### config.mk
export PLATFORM = sky130hd
export DESIGN_NAME = iq_mixer_pipe_flat
export DESIGN_NICKNAME = d
export VERILOG_FILES = /design/src/rtl/iq_mixer_pipe_if.sv /design/src/rtl/iq_mixer_pipe.sv /design/src/flat_wrapper.sv
export SDC_FILE = /design/constraint.sdc
export NUM_CORES = 1
export LEC_CHECK = 0
export ABC_AREA = 1
export ABC_CLOCK_PERIOD_IN_PS = 4710
export BUFFER_PORTS_ARGS = -buffer_cell sky130_fd_sc_hd__buf_4
export CELL_PAD_IN_SITES_DETAIL_PLACEMENT = 0
export CELL_PAD_IN_SITES_GLOBAL_PLACEMENT = 1
export CORE_MARGIN = 2
export CORE_UTILIZATION = 35
export DETAILED_ROUTE_END_ITERATION = 12
export GPL_ROUTABILITY_DRIVEN = 0
export PLACE_DENSITY_LB_ADDON = 0.3
export SKIP_LAST_GASP = 1
export SLEW_MARGIN = 40
export SYNTH_ARGS = -nofsm -noshare
export SYNTH_HDL_FRONTEND = slang
export SYNTH_SLANG_ARGS = --single-unit
export TNS_END_PERCENT = 10
### constraint.sdc
create_clock -name clk -period 4.71 [get_ports clk]
set_input_delay 0.942 -clock clk [delete_from_list [all_inputs] [get_ports clk]]
set_output_delay 0.942 -clock clk [all_outputs]
set_load 0.05 [all_outputs]
### src/rtl/iq_mixer_pipe_if.sv
// Sample/LO/gain input bus and I/Q result bus of the quadrature mixer.
// The master drives the samples and the slave (the mixer) returns I/Q.
interface iq_mixer_pipe_if #(
  parameter int ADC_W = 10,
  parameter int LO_W  = 10,
  parameter int OUT_W = 16
);
  logic                    in_valid;
  logic [ADC_W-1:0]        adc_data;
  logic signed [LO_W-1:0]  fsin;
  logic signed [LO_W-1:0]  fcos;
  logic [1:0]              gain;
  logic                    clr_sat;
  logic                    out_valid;
  logic signed [OUT_W-1:0] i_out;
  logic signed [OUT_W-1:0] q_out;
  logic                    sat_flag;

  modport master (
    output in_valid, adc_data, fsin, fcos, gain, clr_sat,
    input  out_valid, i_out, q_out, sat_flag
  );

  modport slave (
    input  in_valid, adc_data, fsin, fcos, gain, clr_sat,
    output out_valid, i_out, q_out, sat_flag
  );
endinterface

### src/rtl/iq_mixer_pipe.sv
// Quadrature mixer: ADC sample times NCO cos/sin, gain, round and saturate, fixed latency 3.
// Define MIXER_DCBLOCK_EN to build the leaky-integrator DC blocker in front of the multipliers.
module iq_mixer_pipe #(
  parameter int ADC_W         = 10,
  parameter int LO_W          = 10,
  parameter int OUT_W         = 16,
  parameter int OFFSET_BINARY = 1,
  parameter int DC_SHIFT      = 8
) (
  input logic             clk,
  input logic             rst_n,
  iq_mixer_pipe_if.slave  bus
);
  localparam int PW = ADC_W + LO_W;
  localparam int GW = PW + 3;
  localparam int SH = PW - OUT_W;
  localparam int RW = (SH > 0) ? GW + 1 : GW - SH;
  localparam logic signed [OUT_W-1:0] OUT_MAX = {1'b0, {(OUT_W-1){1'b1}}};
  localparam logic signed [OUT_W-1:0] OUT_MIN = {1'b1, {(OUT_W-1){1'b0}}};

  logic signed [ADC_W-1:0] x;
  logic signed [ADC_W-1:0] data_in;

  generate
    if (OFFSET_BINARY != 0) begin : g_offset_bin
      assign x = {~bus.adc_data[ADC_W-1], bus.adc_data[ADC_W-2:0]};
    end else begin : g_twos_comp
      assign x = bus.adc_data;
    end
  endgenerate

`ifdef MIXER_DCBLOCK_EN
  localparam int AW = ADC_W + DC_SHIFT + 1;
  localparam int DW = ADC_W + 2;

  logic signed [AW-1:0] acc_reg;
  logic signed [AW-1:0] dc;
  logic signed [DW-1:0] diff;

  assign dc   = acc_reg >>> DC_SHIFT;
  assign diff = DW'(x) - DW'(dc);

  always_comb begin
    data_in = diff[ADC_W-1:0];
    if (diff[DW-1:ADC_W-1] != {(DW-ADC_W+1){diff[DW-1]}})
      data_in = diff[DW-1] ? {1'b1, {(ADC_W-1){1'b0}}} : {1'b0, {(ADC_W-1){1'b1}}};
  end

  // The integrator tracks the unsaturated difference so it keeps converging while the output clips.
  always_ff @(posedge clk or negedge rst_n) begin
    if (!rst_n)
      acc_reg <= '0;
    else if (bus.in_valid)
      acc_reg <= acc_reg + AW'(diff);
  end
`else
  assign data_in = x;
`endif

  logic                    v1_reg, v2_reg, out_valid_reg, sat_reg;
  logic signed [ADC_W-1:0] d1_reg;
  logic signed [LO_W-1:0]  lo1_reg [2];
  logic [1:0]              gain1_reg, gain2_reg;
  logic signed [PW-1:0]    p_reg [2];
  logic signed [OUT_W-1:0] y_reg [2];
  logic signed [OUT_W-1:0] y [2];
  logic [1:0]              clip;

  // Channel 0 is I (cosine), channel 1 is Q (sine).
  genvar gi;
  generate
    for (gi = 0; gi < 2; gi++) begin : g_ch
      logic signed [GW-1:0] g;
      logic signed [RW-1:0] r;

      assign g = GW'(p_reg[gi]) <<< gain2_reg;

      if (SH > 0) begin : g_round
        localparam logic signed [RW-1:0] HALF = RW'(1) <<< (SH - 1);
        logic signed [RW-1:0] biased;
        assign biased = RW'(g) + HALF;
        assign r      = biased >>> SH;
      end else begin : g_align
        assign r = RW'(g) <<< (-SH);
      end

      assign clip[gi] = (r[RW-1:OUT_W-1] != {(RW-OUT_W+1){r[RW-1]}});
      assign y[gi]    = clip[gi] ? (r[RW-1] ? OUT_MIN : OUT_MAX) : r[OUT_W-1:0];
    end
  endgenerate

  always_ff @(posedge clk or negedge rst_n) begin
    if (!rst_n) begin
      v1_reg        <= 1'b0;
      v2_reg        <= 1'b0;
      out_valid_reg <= 1'b0;
      sat_reg       <= 1'b0;
      d1_reg        <= '0;
      gain1_reg     <= '0;
      gain2_reg     <= '0;
      for (int k = 0; k < 2; k++) begin
        lo1_reg[k] <= '0;
        p_reg[k]   <= '0;
        y_reg[k]   <= '0;
      end
    end else begin
      v1_reg        <= bus.in_valid;
      v2_reg        <= v1_reg;
      out_valid_reg <= v2_reg;

      if (bus.in_valid) begin
        d1_reg     <= data_in;
        lo1_reg[0] <= bus.fcos;
        lo1_reg[1] <= bus.fsin;
        gain1_reg  <= bus.gain;
      end

      // Full-width product so that (-2^(N-1)) * (-2^(M-1)) stays positive.
      if (v1_reg) begin
        for (int k = 0; k < 2; k++)
          p_reg[k] <= PW'(d1_reg) * PW'(lo1_reg[k]);
        gain2_reg <= gain1_reg;
      end

      if (v2_reg) begin
        for (int k = 0; k < 2; k++)
          y_reg[k] <= y[k];
      end

      if (v2_reg && (clip != 2'b00))
        sat_reg <= 1'b1;
      else if (bus.clr_sat)
        sat_reg <= 1'b0;
    end
  end

  assign bus.out_valid = out_valid_reg;
  assign bus.i_out     = y_reg[0];
  assign bus.q_out     = y_reg[1];
  assign bus.sat_flag  = sat_reg;

endmodule

### src/flat_wrapper.sv
// flat-port wrapper written by rule: the top's interface ports become plain ports
module iq_mixer_pipe_flat 
#(
  parameter int ADC_W         = 10,
  parameter int LO_W          = 10,
  parameter int OUT_W         = 16,
  parameter int OFFSET_BINARY = 1,
  parameter int DC_SHIFT      = 8
)
  (clk, rst_n, bus_in_valid, bus_adc_data, bus_fsin, bus_fcos, bus_gain, bus_clr_sat, bus_out_valid, bus_i_out, bus_q_out, bus_sat_flag);
  iq_mixer_pipe_if #(.ADC_W(ADC_W), .LO_W(LO_W), .OUT_W(OUT_W)) bus_i ();
  input logic clk;
  input logic rst_n;
  input wire logic [$bits(bus_i.in_valid)-1:0] bus_in_valid;
  input wire logic [$bits(bus_i.adc_data)-1:0] bus_adc_data;
  input wire logic [$bits(bus_i.fsin)-1:0] bus_fsin;
  input wire logic [$bits(bus_i.fcos)-1:0] bus_fcos;
  input wire logic [$bits(bus_i.gain)-1:0] bus_gain;
  input wire logic [$bits(bus_i.clr_sat)-1:0] bus_clr_sat;
  output wire logic [$bits(bus_i.out_valid)-1:0] bus_out_valid;
  output wire logic [$bits(bus_i.i_out)-1:0] bus_i_out;
  output wire logic [$bits(bus_i.q_out)-1:0] bus_q_out;
  output wire logic [$bits(bus_i.sat_flag)-1:0] bus_sat_flag;
  assign bus_i.in_valid = bus_in_valid;
  assign bus_i.adc_data = bus_adc_data;
  assign bus_i.fsin = bus_fsin;
  assign bus_i.fcos = bus_fcos;
  assign bus_i.gain = bus_gain;
  assign bus_i.clr_sat = bus_clr_sat;
  assign bus_out_valid = bus_i.out_valid;
  assign bus_i_out = bus_i.i_out;
  assign bus_q_out = bus_i.q_out;
  assign bus_sat_flag = bus_i.sat_flag;
  iq_mixer_pipe #(.ADC_W(ADC_W), .LO_W(LO_W), .OUT_W(OUT_W), .OFFSET_BINARY(OFFSET_BINARY), .DC_SHIFT(DC_SHIFT)) u_core (.clk(clk), .rst_n(rst_n), .bus(bus_i));
endmodule
# Word-level counts from Yosys, hierarchy flattened
# Index checks and enable logic that the tools add are counted.
# totals
reg_bits,110
out_inout_bits,34
wordCells,31
# op_classes
eq_ne,2
mux,6
multipliers,2
shift,2
n_addsub,2
n_reduce_logical,3
bitwise,1
# ops
operator,count
two-way mux 16 bit,4
adder 23 x 5 -> 24 bit (second input constant),2
<<< shifter 20 x 2 -> 23 bit,2
multiplier 10 x 10 -> 20 bit,2
!= test 4 bit,2
nonzero test 2 bit,2
two-way mux 1 bit,2
logical AND 1 bit,1
NOT 1 bit,1

# Longest topological paths before layout
# depth
depth_word,6
depth_mapped,25

# Least setup slack after synthesis
# OpenSTA, ideal clock, no wires.
# synth_path
kind,flip-flop to flip-flop
from,reg u_core.d1_reg[7]
to,reg u_core.p_reg[36] in the netlist's numbering
required_time_ns,4.575
path_stages_with_launch,24
path_slack_ns,-0.267
t_arrival_ns,4.842
n_path_buf,1
cell_sequence,dfrtp_1 -> clkbuf_1 -> nand2_1 -> fa_1 -> inv_1 -> fa_1 -> inv_1 -> fa_1 -> inv_1 -> fa_1 -> inv_1 -> fa_1 -> inv_1 -> ha_1 -> nand2_1 -> nor2_1 -> nand2_1 -> o211ai_1 -> a21boi_0 -> o21ai_0 -> inv_1 -> o21ai_0 -> xor2_1 -> o21ai_0
# synth_via
elab_chain_cells,1
# synth_rtl
item,line,rtl
"start, declared",iq_mixer_pipe.sv:61,logic signed [ADC_W-1:0] d1_reg;
"start signal, assigned",iq_mixer_pipe.sv:112,d1_reg <= data_in;
multiplier 10 x 10 -> 20 bit,iq_mixer_pipe.sv:121,p_reg[k] <= PW'(d1_reg) * PW'(lo1_reg[k]);
"end signal, assigned by index",iq_mixer_pipe.sv:121,
"end, declared",iq_mixer_pipe.sv:64,logic signed [PW-1:0] p_reg [2];
# No other way between the ends.
# A chain may end at the register's enable or synchronous reset.

# Final worst setup path
# layout_path
from,reg u_core.d1_reg[7]
to,reg u_core.p_reg[17] in the netlist's numbering
# The elaborated chain is that of the path after synthesis.

==> reports/summary.txt <==
Unrepaired setup endpoints after global routing - true
Least-Margin Pin Slew - 0.704 ns
Die footprint - 0.0429 mm^2
WL/cell - 12.7 um
Slowest cell on crit path - fa_1
Leakage - 9.28 nW
Worst vdd ir - 0.000380 V
# IOs - 70
Final Instance Count excl. Fillers - 2630
Clk_lat worst skew - 0.38 ns
Cts bufs inserted - 9
Layout net count - 2411
Slew Limit Fails - 0
Hold_buf cts - 0
Row cnt - 74
Design Area, Final - 0.0170 mm^2
CP max FO - 10
Tcrit/Tclk final - 102%
# diodes - 0
Die width - 207 um
Clock Root Buffer - clkbuf_16
CP peak stage delay - 0.57 ns
Peak Freq - 208 MHz
Distinct cells, synth - 38
Initial antenna violation count - 0
Clk buf depth - 2
Violated checks - negative setup slack
Critical path type - flip-flop to flip-flop
Cells after Synth - 1937
Most frequent cell on the critical path - nand2_1
Type of the most critical hold path - flip-flop to flip-flop
Seq/Total Area, Yosys - 19.1%
CP Capture Type - flip-flop
CTS HTree Levels - 3
Required time worst endpoint - 5.02 ns
Share of cells above drive strength 1 - 16.5%
GRT overflow - 0
Core Area - 0.0407 mm^2
Initial core utilization - 35.4%
Tot GR Track Use - 16.2%
PnR worst setup slack - -0.0863 ns
DRC Markers - 0
# setup viols final - 12
Pwr per Cell Area - 712 mW/mm^2
TritonCTS clock tree - yes
Router iterations before antenna repair - 5
Worst rel slew slack - 52.8%
Finished Core Util - 41.8%
Mapped Area - 0.0144 mm^2
Place WS - -0.228 ns
Setup TNS - -0.560 ns
Syn_nets - 2255
Mean Syn Cell Area - 7.45 um^2
Die Ht - 207 um
CP Launch Type - flip-flop
DRT antenna net count - 0
Vias/cell - 4.48
Clk sinks - 110
Fin. Hold Viols - 0
Outcome - finished with violations
Arr. time, crit path - 5.10 ns
Max FFs per register - 40
Cell Area, Placed - 0.0163 mm^2
WHS - 0.481 ns
MaxCap Viol Count - 0
Ys Warns - 0
Iteration-0 DRC Markers - 635
Dpl cells - 2599
Clk_skew - 0.0142 ns
Vias - 11800
Vias in the first global route - 12100
Cell breakdown of the critical path - buf_4, buf_4, nand2_1, fa_1, fa_1, fa_1, fa_1, fa_1, inv_1, ha_1, nand2_1, nor2_1, nand2_1, o211ai_1, a21boi_2, o21ai_1, buf_4, nand2_1, nand2_1, nand2_1, a31oi_1
Number of synthesized register bits - 110
Pin count of the biggest net entering global routing - 75
Tmin final - 4.80 ns
Power Total - 12.1 mW
WL final - 33500 um
Port Buffers - 69
Area Growth Syn to Fin - 17.9%
HPWL Detailed - 27700 um
First-pass GRT wire length - 58700 um
Clock Pin Slew Worst Setup and Hold Paths - 0.09 ns
==> routing by layer <==
layer / track usage, % / wire (um) / vias up
met2: 25.9 / 14700 / 217
met4: 2.39 / 241 / 0
met3: 1.93 / 1300 / 18
li1: - / - / 6113
met1: 24.0 / 17200 / 5436
met5: 0 / 0 / -
==> worst max-delay path, delay by kind of cell (launching register included) <==
family	cells	cell delay, ns
fa+ha+maj	6	2.77
buf+inv	4	0.52
compound gates	4	0.52
flops	1	0.45
simple gates	7	0.49
==> kinds of logic (layout without fill, tap and decap cells) <==
logic type | count (synthesis) | after routing | synth area share (%)
flip-flops | 110 | 110 | 19.1
adder cells (fa/ha/maj) | 282 | 282 | 33.9
AO/OA/AOI/OAI | 106 | 106 | 4.06
XOR/XNOR | 63 | 63 | 3.82
buffers and inverters | 442 | 603 | 12.3
AND/OR/NAND/NOR | 934 | 934 | 26.8
==> worst paths after layout <==
kind,startpoint,to,slack (ns),cells past startpoint
max in group asynchronous,rst_n,u_core.lo1_reg[5],3.43,2
setup / recovery,u_core.d1_reg[7],u_core.p_reg[17],-0.09,21
setup reg to reg,u_core.d1_reg[7],u_core.p_reg[17],-0.09,21
hold / removal,u_core.bus.i_out[0],u_core.bus.i_out[0],0.48,2
hold reg to reg,u_core.bus.i_out[0],u_core.bus.i_out[0],0.48,2
min in group asynchronous,rst_n,u_core.bus.q_out[12],0.57,1
==> final cells by class <==
type	instances	area, um^2
fill	4285	23700
clock inverter	7	78.8
timing repair buffer	225	1800
inverter	362	1360
tap	532	666
multi-input combinational	1385	10100
sequential	110	2770
clock buffer	9	225
==> Yosys cell counts, drive strengths merged <==
| library cell | count | area share, % |
|---|---|---|
| a21boi | 3 | 0.16 |
| a21o | 3 | 0.16 |
| a21oi | 33 | 1.1 |
| a31oi | 5 | 0.22 |
| buf | 23 | 1.4 |
| clkbuf | 56 | 1.5 |
| clkinv | 5 | 0.13 |
| dfrtp | 110 | 19 |
| dlygate4sd1 | 1 | 0.061 |
| fa | 182 | 25 |
| ha | 100 | 8.7 |
| inv | 357 | 9.3 |
| nand2 | 685 | 18 |
| nand3 | 133 | 4.7 |
| nand3b | 6 | 0.31 |
| nand4 | 6 | 0.26 |
| nor2 | 95 | 2.9 |
| nor3 | 4 | 0.14 |
| o2111ai | 1 | 0.061 |
| o211ai | 5 | 0.26 |
| o21ai | 52 | 1.9 |
| o31ai | 4 | 0.21 |
| or2 | 5 | 0.22 |
| xnor2 | 32 | 1.9 |
| xor2 | 31 | 1.9 |
==> timing repair <==
action,CTS,global route
buffers inserted,8,7
setup endpoints to repair,16,19
pin swaps,13,31
cloned,0,0
resized for setup,35,28
==> power by group <==
group / switching (mW) / leakage [nW] / total [mW] / internal (mW)
logic: 5.31 / 7.80 / 9.73 / 4.42
clock network: 0.402 / 0.155 / 0.824 / 0.422
registers: 0.270 / 1.32 / 1.56 / 1.29
==> layout by cell type, fill, tap and decap left out, types with 6 or more instances in the layout <==
cell type / synthesis / final
ha_4: 0 / 10
o21ai_0: 48 / 42
nor2_1: 77 / 77
inv_2: 4 / 9
dfrtp_1: 110 / 99
inv_1: 353 / 347
fa_1: 182 / 173
nand3b_1: 6 / 6
nand3_1: 131 / 131
xnor2_1: 32 / 32
xor2_1: 31 / 31
buf_12: 1 / 7
buf_4: 9 / 212
a21oi_1: 33 / 28
fa_2: 0 / 9
dfrtp_2: 0 / 11
buf_6: 6 / 6
nand4_1: 6 / 6
nor2_2: 14 / 14
nand2_1: 666 / 660
clkbuf_16: 0 / 9
nand2_2: 15 / 21
ha_1: 100 / 90
Power figures use the tool's default switching activity.
